`config.mk`:
```
export PLATFORM = sky130hd
export DESIGN_NAME = mxu_pe_db
export DESIGN_NICKNAME = d
export VERILOG_FILES = /design/src/rtl/mxu_pe_db.sv
export SDC_FILE = /design/constraint.sdc
export NUM_CORES = 1
export LEC_CHECK = 0
export CAP_MARGIN = 20
export CORE_ASPECT_RATIO = 0.5
export CORE_MARGIN = 2
export CORE_UTILIZATION = 58
export CTS_CLUSTER_DIAMETER = 100
export DETAILED_ROUTE_END_ITERATION = 10
export DONT_BUFFER_PORTS = 1
export PLACE_DENSITY = 0.76
export SLEW_MARGIN = 20
export SYNTH_ARGS = -nofsm -noshare
export SYNTH_HDL_FRONTEND = slang
export SYNTH_SLANG_ARGS = --single-unit
export TNS_END_PERCENT = 1
```
`constraint.sdc`:
```
create_clock -name clk -period 5.8 [get_ports clk]
set_input_delay 0.29 -clock clk [delete_from_list [all_inputs] [get_ports clk]]
set_output_delay 0.29 -clock clk [all_outputs]
set_load 0.005 [all_outputs]
```
`src/rtl/mxu_pe_db.sv`:
```
// mxu_pe_db: double-buffered MXU processing element.
// Shadow bank reloads from the weight stream while the active bank feeds the MAC.
module mxu_pe_db #(
  parameter int DATA_W   = 8,
  parameter int ACC_W    = 24,
  parameter int PHASES   = 4,
  parameter int Y_W      = 8,
  parameter int Y_INDEX  = 0,
  parameter int SATURATE = 0
) (
  input  logic                      clk,
  input  logic                      rst,
  input  logic                      load_phase,
  input  logic [Y_W-1:0]            load_weight_target_y,
  input  logic [DATA_W-1:0]         load_weight,
  input  logic                      bank_swap,
  input  logic                      act_valid,
  input  logic [DATA_W-1:0]         activation,
  input  logic [ACC_W-1:0]          partial_sum,
  output logic [ACC_W-1:0]          result,
  output logic                      result_valid,
  output logic                      sat_flag,
  output logic                      phase_out,
  output logic [Y_W-1:0]            load_weight_target_y_out,
  output logic [DATA_W-1:0]         weight_out,
  output logic [DATA_W-1:0]         activation_out_bw,
  output logic                      act_valid_out_bw,
  output logic                      active_bank,
  output logic [$clog2(PHASES)-1:0] phase_idx
);

  localparam int PW = $clog2(PHASES);

  logic [DATA_W-1:0] bank [2][PHASES];
  logic [PW-1:0]     load_ptr;
  logic              swap_pending;

  logic              wrap;
  logic              swap_now;
  logic              wr_en;
  logic              wr_bank;
  logic [PW-1:0]     wr_ptr;
  logic [DATA_W-1:0] weight_sel;

  logic [ACC_W-1:0]  act_ext;
  logic [ACC_W-1:0]  wgt_ext;
  logic [ACC_W-1:0]  prod;
  logic [ACC_W-1:0]  prod_r;
  logic [ACC_W-1:0]  psum_r;
  logic              v1;
  logic [ACC_W-1:0]  sum;
  logic              ovf;
  logic [ACC_W-1:0]  sat_val;
  logic [ACC_W-1:0]  res_next;

  logic [DATA_W-1:0] bw_act [PHASES];
  logic [PHASES-1:0] bw_v;

  // A swap lands on the wrap edge; a pulse on that very edge counts too.
  assign wrap     = (phase_idx == PW'(PHASES - 1));
  assign swap_now = wrap && (swap_pending || bank_swap);
  assign wr_en    = load_phase &&
                    (load_weight_target_y == Y_W'(Y_INDEX));

  // On a swap edge the bank becoming shadow is the one active now.
  assign wr_bank  = swap_now ? active_bank : ~active_bank;
  assign wr_ptr   = swap_now ? '0 : load_ptr;

  assign weight_sel = bank[active_bank][phase_idx];

  // Operands widened to the accumulator so the low bits are the signed product.
  assign act_ext = {{(ACC_W-DATA_W){activation[DATA_W-1]}}, activation};
  assign wgt_ext = {{(ACC_W-DATA_W){weight_sel[DATA_W-1]}}, weight_sel};
  assign prod    = act_ext * wgt_ext;

  assign sum = prod_r + psum_r;
  assign ovf = (prod_r[ACC_W-1] == psum_r[ACC_W-1]) &&
               (sum[ACC_W-1] != prod_r[ACC_W-1]);

  // Clamp toward the sign both operands shared.
  assign sat_val = prod_r[ACC_W-1] ?
                   {1'b1, {(ACC_W-1){1'b0}}} :
                   {1'b0, {(ACC_W-1){1'b1}}};

  assign res_next = ((SATURATE != 0) && ovf) ? sat_val : sum;

  assign activation_out_bw = bw_act[PHASES-1];
  assign act_valid_out_bw  = bw_v[PHASES-1];

  // Free-running phase counter; PHASES is a power of two so it wraps itself.
  always_ff @(posedge clk or posedge rst) begin
    if (rst) begin
      phase_idx <= '0;
    end else begin
      phase_idx <= phase_idx + PW'(1);
    end
  end

  // Bank selection, pending swap and shadow-bank weight writes.
  always_ff @(posedge clk or posedge rst) begin
    if (rst) begin
      active_bank  <= 1'b0;
      swap_pending <= 1'b0;
      load_ptr     <= '0;
      for (int b = 0; b < 2; b++) begin
        for (int p = 0; p < PHASES; p++) begin
          bank[b][p] <= '0;
        end
      end
    end else begin
      if (swap_now) begin
        active_bank  <= ~active_bank;
        swap_pending <= 1'b0;
      end else if (bank_swap) begin
        swap_pending <= 1'b1;
      end
      if (wr_en) begin
        bank[wr_bank][wr_ptr] <= load_weight;
        load_ptr              <= wr_ptr + PW'(1);
      end else if (swap_now) begin
        load_ptr <= '0;
      end
    end
  end

  // Forward weight-stream passthrough.
  always_ff @(posedge clk or posedge rst) begin
    if (rst) begin
      phase_out                <= 1'b0;
      load_weight_target_y_out <= '0;
      weight_out               <= '0;
    end else begin
      phase_out                <= load_phase;
      load_weight_target_y_out <= load_weight_target_y;
      weight_out               <= load_weight;
    end
  end

  // MAC stage 1: product and partial sum captured together.
  always_ff @(posedge clk or posedge rst) begin
    if (rst) begin
      v1     <= 1'b0;
      prod_r <= '0;
      psum_r <= '0;
    end else begin
      v1 <= act_valid;
      if (act_valid) begin
        prod_r <= prod;
        psum_r <= partial_sum;
      end
    end
  end

  // MAC stage 2: accumulate; result holds across idle cycles.
  always_ff @(posedge clk or posedge rst) begin
    if (rst) begin
      result       <= '0;
      result_valid <= 1'b0;
      sat_flag     <= 1'b0;
    end else begin
      result_valid <= v1;
      sat_flag     <= v1 & ovf;
      if (v1) begin
        result <= res_next;
      end
    end
  end

  // Backward activation delay line, shifted every cycle.
  always_ff @(posedge clk or posedge rst) begin
    if (rst) begin
      bw_v <= '0;
      for (int i = 0; i < PHASES; i++) begin
        bw_act[i] <= '0;
      end
    end else begin
      bw_v      <= {bw_v[PHASES-2:0], act_valid};
      bw_act[0] <= activation;
      for (int i = 1; i < PHASES; i++) begin
        bw_act[i] <= bw_act[i-1];
      end
    end
  end

endmodule

```
# [After elaboration in Yosys (flattened, before gate mapping)]
# Cells that the tools add are included.
[totals] register_bits=198
[op_classes] addsub=3 multipliers=1 n_lt_le_gt_ge=6 eq_ne=3 mux=16 bitwise=6 n_reduce_logical=8
[op_table] cell="$mux W32" count=4
[op_table] cell="$bwmux W64" count=1
[op_table] cell="$demux W32 S1" count=1
[op_table] cell="$add A24 B24 Y24" count=1
[op_table] cell="$mux W8" count=3
[op_table] cell="$bmux W8 S2" count=1
[op_table] cell="$demux W8 S2" count=1
[op_table] cell="$mul A8 B8 Y16" count=1
[op_table] cell="$logic_not A8 Y1" count=1
[op_table] cell="$ge A3 B3 Y1 const B" count=2
[op_table] cell="$not A2 Y3" count=2
[op_table] cell="$logic_and A1 B1 Y1" count=5
[op_table] cell="$add A2 B1 Y2 const B" count=2
[op_table] cell="$ge A2 B2 Y1 const B" count=2
[op_table] cell="$mux W2" count=2
[op_table] cell="$not A1 Y2" count=2
[op_table] cell="$lt A3 B1 Y1 const B" count=1
[op_table] cell="$mux W1" count=3
[op_table] cell="$eq A2 B2 Y1 const B" count=1
[op_table] cell="$lt A2 B1 Y1 const B" count=1
[op_table] cell="$reduce_bool A2 Y1" count=1
[op_table] cell="$and A1 B1 Y1" count=1
[op_table] cell="$eq A1 B1 Y1" count=1
[op_table] cell="$logic_or A1 B1 Y1" count=1
[op_table] cell="2 further kinds" count=2

# [Depth between registers and ports, before layout]
# Gate-level depths: netlist (run 1).
[logic_depth] word_depth=11 mapped_depth=21 mapped_depth_nobuf=19

# [Least setup slack after synthesis (run 1)]
# Ideal clock, no wire load.
[synth_path] path_type="register -> register" startpoint="register phase_idx[0]" endpoint="register prod_r[14]" setup_ps=116 t_arrival_ps=5565 slack_ps=120 stages_incl_launch_ff=20 n_path_buf=2 cell_sequence="dfrtp_1 > buf_2 > buf_2 > mux4_2 > mux2i_1 > nand2b_1 > fa_1 > fa_1 > inv_1 > fa_1 > inv_1 > fa_1 > inv_1 > ha_1 > o21ai_0 > a21boi_0 > o31a_1 > o211ai_1 > a2111o_1 > o311ai_0"
[synth_between] elab_chain_cells=5
[synth_lines] element="start: declaration" line="29" source="output logic [$clog2(PHASES)-1:0] phase_idx"
[synth_lines] element="start signal: assignment" line="95" source="phase_idx <= phase_idx + PW'(1);"
[synth_lines] element="$not A2 Y3 (not written as such)" line="69" source="assign weight_sel = bank[active_bank][phase_idx];"
[synth_lines] element="$bmux W8 S2" line="69"
[synth_lines] element="$mux W8 (not written as such) (2 in series)" line="69"
[synth_lines] element="$mul A8 B8 Y16" line="74" source="assign prod = act_ext * wgt_ext;"
[synth_lines] element="end signal: assignment" line="148" source="prod_r <= prod;"
[synth_lines] element="end: declaration" line="48" source="logic [ACC_W-1:0] prod_r;"
# Every way passes these cells. The select of a mux whose other input is x is not followed.
# A chain may end at the register's enable or synchronous reset.

# [Worst setup path in the final report (run 1)]
# Ends and elaborated chain as after synthesis.

==> results of run 1 <==
## power breakdown
| part | internal [mW] | switching [mW] |
|---|---|---|
| Sequential | 1.40 | 0.0736 |
| Combinational | 0.191 | 0.205 |
| Clock | 0.575 | 0.566 |
| Total | 2.17 | 0.845 |
## area by class of cell
type / instances / area (sq um)
Inverter: 100 / 383
Tap cell: 234 / 293
Timing Repair Buffer: 66 / 644
Multi-Input combinational cell: 556 / 5320
Sequential cell: 188 / 4710
Fill cell: 1245 / 5640
Clock inverter: 15 / 158
Clock buffer: 17 / 425
## cell usage in the layout, fill, tap and decap left out, drive strengths merged, types with 3 or more instances in the layout
master       count
a211oi           7
a21boi           4
a21o            11
a21oi           27
a221oi           3
a31oi            3
and2             9
buf             13
clkbuf          17
clkinv           5
dfrtp          188
dlygate4sd3     53
fa              56
ha              57
inv            108
mux2           107
mux2i            7
mux4            16
nand2           44
nand2b           9
nand3            6
nand4            7
nor2            43
nor2b           37
nor3            12
o211ai           4
o21a             6
o21ai           23
o311ai           3
o31ai            3
xnor2           25
xor2             4
## logic make-up (layout without fill, tap and decap cells)
family | after synthesis | in the layout | share of synthesized area (%)
fa+ha+maj | 113 | 113 | 17.4
xor+xnor | 29 | 29 | 2.41
mux | 130 | 130 | 15.5
flops | 188 | 188 | 44.7
compound gates | 109 | 109 | 7.01
simple gates | 175 | 175 | 8.15
buf+inv | 126 | 198 | 4.80
## sequential cells by signal (all words and copies together), names as in the netlist
name / count
activation_out_bw: 8
active_bank: 1
bank: 64
bw_act: 24
bw_v: 4
load_ptr: 2
load_weight_target_y_out: 8
phase_idx: 2
phase_out: 1
prod_r: 16
psum_r: 24
result: 24
sat_flag: 1
swap_pending: 1
weight_out: 8
## worst max-delay path: cells and delay by family, from the launching register on
family,cells,cell delay (ps)
fa+ha+maj,5,2400
compound gates,6,1170
mux,2,840
flops,1,400
buf+inv,5,370
simple gates,1,200
## through the flow
step	power, mW	setup slack (ps)
3_3_place_gp	1.84	352
3_5_place_dp	1.85	269
2_1_floorplan	1.78	120
4_1_cts	3.03	199
5_1_grt	3.15	-11.2
6_report	3.01	330
## final timing paths
path | endpoint | slack, ps | cells past startpoint
min in group asynchronous | bw_act[13] | 470 | 2
max in group asynchronous | psum_r[10] | 4160 | 3
max reg2reg | prod_r[14] | 330 | 19
max | prod_r[14] | 330 | 19
min reg2reg | bw_act[21] | 350 | 0
min | bank[20] | 10 | 1
## repair_timing
action	in CTS	in global routing
gates resized for setup	0	4
hold buffers	52	1
endpoints found under the hold margin	218	1
endpoints found under the setup margin	0	5
## cell usage after synthesis (3+ instances only)
| cell type | n | share of area (%) |
|---|---|---|
| a21oi_1 | 26 | 1.2 |
| o311ai_0 | 3 | 0.25 |
| buf_1 | 6 | 0.21 |
| nor3_1 | 12 | 0.57 |
| a21o_1 | 11 | 0.78 |
| o31ai_1 | 3 | 0.21 |
| xor2_1 | 4 | 0.33 |
| and2_1 | 9 | 0.53 |
| nand2b_1 | 9 | 0.53 |
| buf_4 | 8 | 0.57 |
| fa_1 | 56 | 11 |
| o21a_1 | 6 | 0.43 |
| mux2_2 | 107 | 11 |
| nor2_1 | 43 | 1.5 |
| a21boi_0 | 4 | 0.29 |
| o211ai_1 | 4 | 0.29 |
| o21ai_0 | 22 | 1.0 |
| dfrtp_1 | 188 | 45 |
| xnor2_1 | 25 | 2.1 |
| a211oi_1 | 7 | 0.50 |
| nor2b_1 | 37 | 2.2 |
| a221oi_1 | 3 | 0.25 |
| mux4_2 | 16 | 3.4 |
| mux2i_1 | 7 | 0.67 |
| inv_1 | 100 | 3.6 |
| nand2_1 | 43 | 1.5 |
| clkbuf_1 | 10 | 0.36 |
| nand3_1 | 6 | 0.29 |
| nand4_1 | 7 | 0.42 |
| a31oi_1 | 3 | 0.18 |
| ha_1 | 57 | 6.8 |
## per-layer routing
layer,up-vias,GRT usage [%]
met5,-,0
met4,0,6.33
met3,19,5.32
met2,144,39.7
met1,3338,32.0
li1,3067,-
==> results_dict.tcl, run 1 <==
set metrics [dict create \
    clkTransAtPathRegs_ps 70 \
    nets 1095 \
    maxSlewHeadroom_pct 51.3 \
    crit_start "phase_idx[0]" \
    drv_slew 0 \
    cts.sinks 188 \
    cp.arrival_ps 5800 \
    antenna_found_initial 0 \
    grt_overflow 0 \
    cp.required_ps 6130 \
    period_minus_slack_ps 5470 \
    ys.warnings.count 0 \
    routed_wl_um 21100 \
    period_share_pct 94.3 \
    tightest_slew_ps 731 \
    ys_types 51 \
    place_area_sq_um 10800 \
    drive_gt1_share_pct 18.8 \
    dieArea_sq_um 19300 \
    synth_area_sq_um 10500 \
    portBuffers 0 \
    cts_setup_buffers 0 \
    num_antenna_cells 0 \
    r2r_start "phase_idx[0]" \
    avgViaCountPerCell 5.59 \
    cts_tree "done" \
    fin_worst_skew_ps 14.6 \
    cts_buffers 17 \
    synthArstFlopShare_pct 100 \
    clock_latency_ps 440 \
    finalSetupViolCount 0 \
    whs_ps 13.5 \
    fin_util_pct 67.9 \
    cts_max_level 4 \
    grt_pass1_vias 6854 \
    hold_viol 0 \
    outcome "complete, no violations" \
    detail-route-antenna-nets 0 \
    vias 6568 \
    drt-pass1-iter-count 4 \
    route.met3.wl_um 973 \
    ys_seq_area_share_pct 44.7 \
    yosys_most_used_dff "dfrtp_1" \
    post-dp-hpwl_um 14600 \
    cp_cell_sequence "buf_12 -> mux4_2 -> mux2_2 -> and2_1 -> fa_1 -> inv_1 -> fa_1 -> inv_1 -> fa_1 -> inv_1 -> fa_1 -> inv_1 -> ha_1 -> o21ai_0 -> a21boi_1 -> o31a_1 -> o211ai_1 -> a2111o_1 -> o311ai_1" \
    ir_drop_v 0.000179 \
    critPathCaptureType "flip-flop" \
    dp.cells 1091 \
    syn_avg_cell_area_sq_um 12.1 \
    power-per-cell-area_nw_per_um2 252 \
    dr_wl_met2_um 10200 \
    ios 108 \
    slowest_delay_ps 540 \
    critPathKind "flip-flop to flip-flop" \
    grt_max_degree 106 \
    track_usage_pct 23.8 \
    dr.first_iter.drc_count 275 \
    gp_congestion 0.879 \
    critPathSlowestCell "fa_1" \
    worstHoldStart "load_weight[4]" \
    start_kind "flip-flop" \
    drv_cap 0 \
    instances_no_fill 1176 \
    synth-edff-count 0 \
    clockBufferDepth 2 \
    ys_ff_latch 188 \
    syn-num-nets 1036 \
    crit_fanout 10 \
    grt_pass1_wl_um 35800 \
    hp-class "input port to flip-flop" \
    fmax_mhz 183 \
    stdcell_area_sq_um 11900 \
    core-area_sq_um 17600 \
    fp.dieW_um 195 \
    synth_cells 870 \
    die_y_um 99.3 \
    leakagePower_nw 5.66 \
    syn_to_final_growth_pct 13.3 \
    drt-wirelength-per-cell_um 18.0 \
    drc_errors 0 \
    start_util_pct 59.9 \
    drt-met1-wl_um 9720 \
    finalSetupTns_ps 0 \
    rsz0062_at_grt "yes" \
    root_buffer "clkbuf_16" \
    top_layer "met4" \
    row_count 34 \
]
Power figures use the tool's default switching activity.
==> inputs of run 2 (changes only) <==
--- a/config.mk
+++ b/config.mk
@@ -8,11 +8,13 @@
 export CAP_MARGIN = 20
 export CORE_ASPECT_RATIO = 0.5
 export CORE_MARGIN = 2
-export CORE_UTILIZATION = 58
+export CORE_UTILIZATION = 60
+export CTS_BUF_LIST = sky130_fd_sc_hd__clkbuf_4
 export CTS_CLUSTER_DIAMETER = 100
 export DETAILED_ROUTE_END_ITERATION = 10
 export DONT_BUFFER_PORTS = 1
-export PLACE_DENSITY = 0.76
+export GPL_ROUTABILITY_DRIVEN = 0
+export PLACE_DENSITY = 0.79
 export SLEW_MARGIN = 20
 export SYNTH_ARGS = -nofsm -noshare
 export SYNTH_HDL_FRONTEND = slang
==> run 2 against run 1 <==
Non-clock buffer count is the same. Critical path depth is the same. Worst hold slack gained 63 ps. Via count grew 0.62%. Final area shrank 2.3%. Clock-buffer cell count is the same. Power shrank 13%. Fmax shrank 0.63%. Sequential power is essentially flat. First-iteration DRC count grew 21%. Combinational power is essentially flat. Critical path type unchanged. Critical endpoint unchanged.
==> results_dict.tcl, run 2 (synthesis gave the netlist of run 1 again) <==
set metrics [dict create \
    outcome "complete, no violations" \
    drt-pass1-iter-count 4 \
    dieArea_sq_um 18700 \
    critPathCaptureType "flip-flop" \
    drv_slew 0 \
    critPathSlowestCell "fa_1" \
    p_switching_uw 787 \
    maxSlewHeadroom_pct 30.9 \
    drt-wirelength-per-cell_um 17.3 \
    core-area_sq_um 17300 \
    tightest_slew_ps 1040 \
    start_kind "flip-flop" \
    grt_overflow 0 \
    cts_max_level 4 \
    p_int_mw 1.83 \
    crit_fanout 8 \
    grt_pass1_wl_um 34800 \
    fmax_mhz 182 \
    path_buf_inv 5 \
    cts_setup_buffers 0 \
    leakagePower_nw 5.54 \
    regMostFlops "bank" \
    drv_cap 0 \
    period_minus_slack_ps 5500 \
    combPwrFrac_pct 15.0 \
    hp-class "input port to flip-flop" \
    r2r_cells 19 \
    clock_latency_ps 620 \
    finalSetupTns_ps 0 \
    cp_cell_sequence "buf_4 -> mux4_2 -> mux2_2 -> and2_1 -> fa_1 -> inv_1 -> fa_1 -> inv_1 -> fa_1 -> inv_1 -> fa_1 -> inv_1 -> ha_1 -> o21ai_0 -> a21boi_1 -> o31a_1 -> o211ai_1 -> a2111o_1 -> o311ai_1" \
    finalSetupViolCount 0 \
    cts.sinks 188 \
    vias 6609 \
    grt_max_degree 103 \
    antenna_found_initial 1 \
    multiInputGateArea_sq_um 5330 \
    drive_gt1_share_pct 18.9 \
    top_usage_layer "met2" \
    root_buffer "clkbuf_4" \
    cp.arrival_ps 6020 \
    fin_util_pct 67.5 \
    cp.required_ps 6310 \
    hold_viol 0 \
    drc_errors 0 \
    cp_num_cells 19 \
    rsz0062_at_grt "no" \
    nets 1095 \
    worstSetupEndpoint "prod_r[14]" \
    period_share_pct 94.9 \
    power-per-cell-area_nw_per_um2 225 \
    crit_family "adder cells" \
    r2r_setup_slack_ps 300 \
    row_count 34 \
    met2_usage_pct 39.7 \
    most-common-layout-cells "dfrtp_1 (187), mux2_2 (107), inv_1 (99), ha_1 (57), fa_1 (56)" \
    clockBufferDepth 2 \
    detail-route-antenna-nets 0 \
    pwr-share-clk_pct 28.5 \
    final-seq-area_sq_um 4710 \
    track_usage_pct 23.9 \
    critPathKind "flip-flop to flip-flop" \
    post-dp-hpwl_um 14500 \
    ios 108 \
    grt_pass1_vias 7090 \
    avgViaCountPerCell 5.62 \
    seqPwrFrac_pct 56.4 \
    slowest_delay_ps 540 \
    cts_buffers 17 \
    fp.dieW_um 191 \
    cts_tree "done" \
    ir_drop_v 0.000150 \
    fill_cells 1292 \
    swShare_pct 30.1 \
    fin_worst_skew_ps 28.1 \
    clkTransAtPathRegs_ps 170 \
    largest_reg_flops 64 \
    die_y_um 97.7 \
    rr_endpoint "prod_r[14]" \
    routed_wl_um 20400 \
    grtUsageMet3_pct 6.21 \
    r2r_start "phase_idx[0]" \
    crit_start "phase_idx[0]" \
    start_util_pct 61.0 \
    syn_to_final_growth_pct 10.7 \
    use_met1_pct 31.5 \
    dr.first_iter.drc_count 333 \
    final_common_cell "dfrtp_1" \
    portBuffers 0 \
]
-- run 2: cell types whose count changed in the layout (fill, tap and decap cells not counted), moves of 2 or more --
cell	previous run	this run
inv_6	7	5
clkinv_8	4	2
inv_8	2	6
clkbuf_4	0	17
clkbuf_16	17	0
-- run 2: layer usage --
metal | vias up | part of all wire, %
li1 | 3070 | -
met5 | - | 0
met2 | 140 | 49
met3 | 26 | 5.2
met1 | 3373 | 45
met4 | 0 | 1.2
-- run 2: how the worst min path moves through the flow --
stage | start | end | slack (ps) | cells after the start
finish | bank_swap | active_bank | 80 | 2
global route | activation[0] | prod_r[2] | 90 | 3
CTS | activation[0] | prod_r[2] | 40 | 3
detailed placement | rst | bw_act[22] | 290 | 1
global placement | rst | bw_act[30] | 280 | 1
floorplan | activation[0] | bw_act[24] | 320 | 0
-- run 2: power groups by stage --
| stage | combinational (mW) | clock (mW) | sequential [mW] |
|---|---|---|---|
| global placement | 0.338 | 0 | 1.50 |
| floorplan | 0.306 | 0 | 1.47 |
| finish | 0.394 | 0.748 | 1.48 |
| detailed placement | 0.350 | 0 | 1.50 |
| global route | 0.441 | 0.829 | 1.49 |
| CTS | 0.395 | 0.772 | 1.48 |
-- run 2: what timing repair did --
action	4_1_cts	5_1_grt
endpoints found under the setup margin	0	4
endpoints found under the hold margin	231	0
gates resized for setup	0	6
hold buffers	53	0
-- run 2: final cells by class --
class / instances / area share (%)
sequential: 188 / 40.4
clock buffer: 17 / 1.10
tap: 234 / 2.51
inverter: 100 / 3.29
antenna: 1 / 0.0215
clock inverter: 15 / 1.49
multi-input combinational: 556 / 45.7
timing repair buffer: 66 / 5.51
-- run 2: metrics by stage --
| stage | hold slack (ps) | power [mW] | cells | setup slack, ps | area (sq um) |
|---|---|---|---|---|---|
| floorplan | 321 | 1.78 | 870 | 120 | 10500 |
| global placement | 284 | 1.84 | 1091 | 294 | 10800 |
| detailed placement | 294 | 1.85 | 1091 | 151 | 10800 |
| CTS | 37.8 | 2.65 | 1176 | 108 | 11600 |
| global route | 90.4 | 2.76 | 1177 | 58.5 | 11700 |
| finish | 76.2 | 2.62 | 1177 | 295 | 11700 |
==> inputs of run 3 (changes only) <==
--- a/config.mk
+++ b/config.mk
@@ -5,6 +5,7 @@
 export SDC_FILE = /design/constraint.sdc
 export NUM_CORES = 1
 export LEC_CHECK = 0
+export ABC_CLOCK_PERIOD_IN_PS = 4790
 export CAP_MARGIN = 20
 export CORE_ASPECT_RATIO = 0.5
 export CORE_MARGIN = 2
==> constraint.sdc (replaced) <==
create_clock -name clk -period 4.79 [get_ports clk]
set_input_delay 0.2395 -clock clk [delete_from_list [all_inputs] [get_ports clk]]
set_output_delay 0.2395 -clock clk [all_outputs]
set_load 0.005 [all_outputs]
==> run 3 against run 2 <==
The flow now finishes with violations (negative setup slack). Via count grew 5.3%. Register-to-register slack lost 790 ps. Clock power grew 14%. Final area grew 6.4%. Worst hold slack lost 5.4 ps. Power grew 20%. Non-clock buffer count grew 60. Cell count grew 5.1%.
==> results_dict.tcl, run 3 (synthesis gave the netlist of run 1 again) <==
set metrics [dict create \
    outcome "finished with violations" \
    violations "negative setup slack" \
    clkTransAtPathRegs_ps 170 \
    track_usage_pct 25.1 \
    pwr-share-clk_pct 27.1 \
    dr.first_iter.drc_count 341 \
    cp.arrival_ps 5800 \
    drt-wirelength-per-cell_um 18.0 \
    rsz0062_at_grt "yes" \
    hold_path_end "prod_r[2]" \
    fp.dieW_um 191 \
    hold_viol 0 \
    cts_buffers 17 \
    drive_gt1_share_pct 29.2 \
    fin_worst_skew_ps 30.7 \
    post-dp-hpwl_um 15400 \
    whs_ps 70.8 \
    fmax_mhz 189 \
    vias 6960 \
    seqPwrFrac_pct 56.6 \
    ios 108 \
    clockBufferDepth 2 \
    syn_to_final_growth_pct 17.7 \
    start_util_pct 61.0 \
    layout_setup_ws_ps -499 \
    critPathCaptureType "flip-flop" \
    p_int_mw 2.19 \
    row_count 34 \
    tightest_slew_ps 979 \
    grt_max_degree 101 \
    p_switching_uw 963 \
    core-area_sq_um 17300 \
    pre_cts_slack_ps -604 \
    combPwrFrac_pct 16.3 \
    worstHoldStart "activation[0]" \
    grt_pass1_vias 7544 \
    grt_overflow 0 \
    cts_tree "done" \
    hp-class "input port to flip-flop" \
    leakagePower_nw 5.86 \
    antenna_found_initial 1 \
    power-per-cell-area_nw_per_um2 254 \
    root_buffer "clkbuf_4" \
    drv_slew 0 \
    ir_drop_v 0.000180 \
    drv_cap 0 \
    place_area_sq_um 11200 \
    drc_errors 0 \
    maxSlewHeadroom_pct 34.8 \
    avgViaCountPerCell 5.63 \
    portBuffers 0 \
    routed_wl_um 22300 \
    r2r_cells 22 \
    cp.required_ps 5300 \
    most-common-layout-cells "dfrtp_1 (187), mux2_2 (105), inv_1 (83), buf_4 (62)" \
    critPathKind "flip-flop to flip-flop" \
    hold_depth 3 \
    final_common_cell "dfrtp_1" \
    drt-pass1-iter-count 4 \
    cts.sinks 188 \
    largest_reg_flops 64 \
    r2r_setup_slack_ps -500 \
    die_y_um 97.7 \
    r2r_start "phase_idx[0]" \
    finalSetupViolCount 7 \
    period_share_pct 110 \
    stdcell_area_sq_um 12400 \
    clock_latency_ps 600 \
    grt_pass1_wl_um 36800 \
    crit_fanout 6 \
    fin_util_pct 71.8 \
    detail-route-antenna-nets 0 \
    swShare_pct 30.6 \
    cts_max_level 4 \
    start_kind "flip-flop" \
    nets 1155 \
    regMostFlops "bank" \
    dieArea_sq_um 18700 \
    period_minus_slack_ps 5290 \
    rr_endpoint "prod_r[14]" \
]
==> run 3: area by class of cell <==
| type | instances | area [sq um] |
|---|---|---|
| repair buffers | 126 | 1150 |
| diodes | 1 | 2.50 |
| multi-input cells | 556 | 5580 |
| flip-flops and latches | 188 | 4710 |
| well taps | 234 | 293 |
| clock buffers | 18 | 135 |
| clock inverters | 14 | 151 |
| inverters | 100 | 379 |
| fillers | 1113 | 4880 |
==> run 3: per-stage QoR <==
step / setup TNS, ps / cells / total power [mW]
2_1_floorplan: -2780 / 870 / 2.15
3_3_place_gp: -2440 / 1137 / 2.24
3_5_place_dp: -3190 / 1137 / 2.26
4_1_cts: -2230 / 1232 / 3.17
5_1_grt: -4480 / 1237 / 3.33
6_report: -2700 / 1237 / 3.15
==> run 3: critical path, cell delays in order (launching register included) <==
cell and delay, ps:
dfrtp_1 460, buf_12 150, mux4_2 500, mux2_4 310
buf_4 150, buf_4 140, and2_4 150, ha_2 170
fa_1 440, ha_1 310, inv_2 40, fa_1 440
inv_1 80, ha_2 190, inv_2 40, fa_2 360
nor2b_4 140, o21ai_4 80, a21boi_4 170, o31a_1 220
o211ai_1 140, a2111o_1 430, o311ai_2 80
==> run 3: layer usage <==
layer / share of wire, % / routed length, um / track usage (%) / vias up
met5: 0 / 0 / 0 / -
met4: 1.8 / 403 / 7.81 / 0
met3: 4.6 / 1030 / 5.20 / 36
met2: 50 / 11100 / 43.2 / 172
met1: 44 / 9820 / 32.2 / 3561
li1: - / - / - / 3191
==> run 3: worst max-delay path by stage <==
stage | start | endpoint | depth (start not counted)
6_report | phase_idx[0] | prod_r[14] | 22
4_1_cts | phase_idx[0] | prod_r[14] | 22
3_3_place_gp | phase_idx[0] | prod_r[14] | 19
3_5_place_dp | phase_idx[0] | prod_r[14] | 19
5_1_grt | phase_idx[0] | prod_r[14] | 24
2_1_floorplan | phase_idx[0] | prod_r[14] | 20
==> run 3: power groups by stage <==
stage                     logic, mW  clock network (mW)  registers, mW
after CTS                     0.508               0.882           1.79
after floorplan               0.372                   0           1.78
after detailed placement      0.445                   0           1.82
final                         0.514               0.855           1.78
after global placement        0.427                   0           1.81
after global routing          0.571               0.958           1.80
==> run 3: repair_timing <==
item	4_1_cts	5_1_grt
hold buffers	53	0
gates cloned	1	0
hold endpoints to repair	169	0
gates resized for setup	50	24
pin swaps	44	30
setup endpoints to repair	9	10
setup buffers	9	4
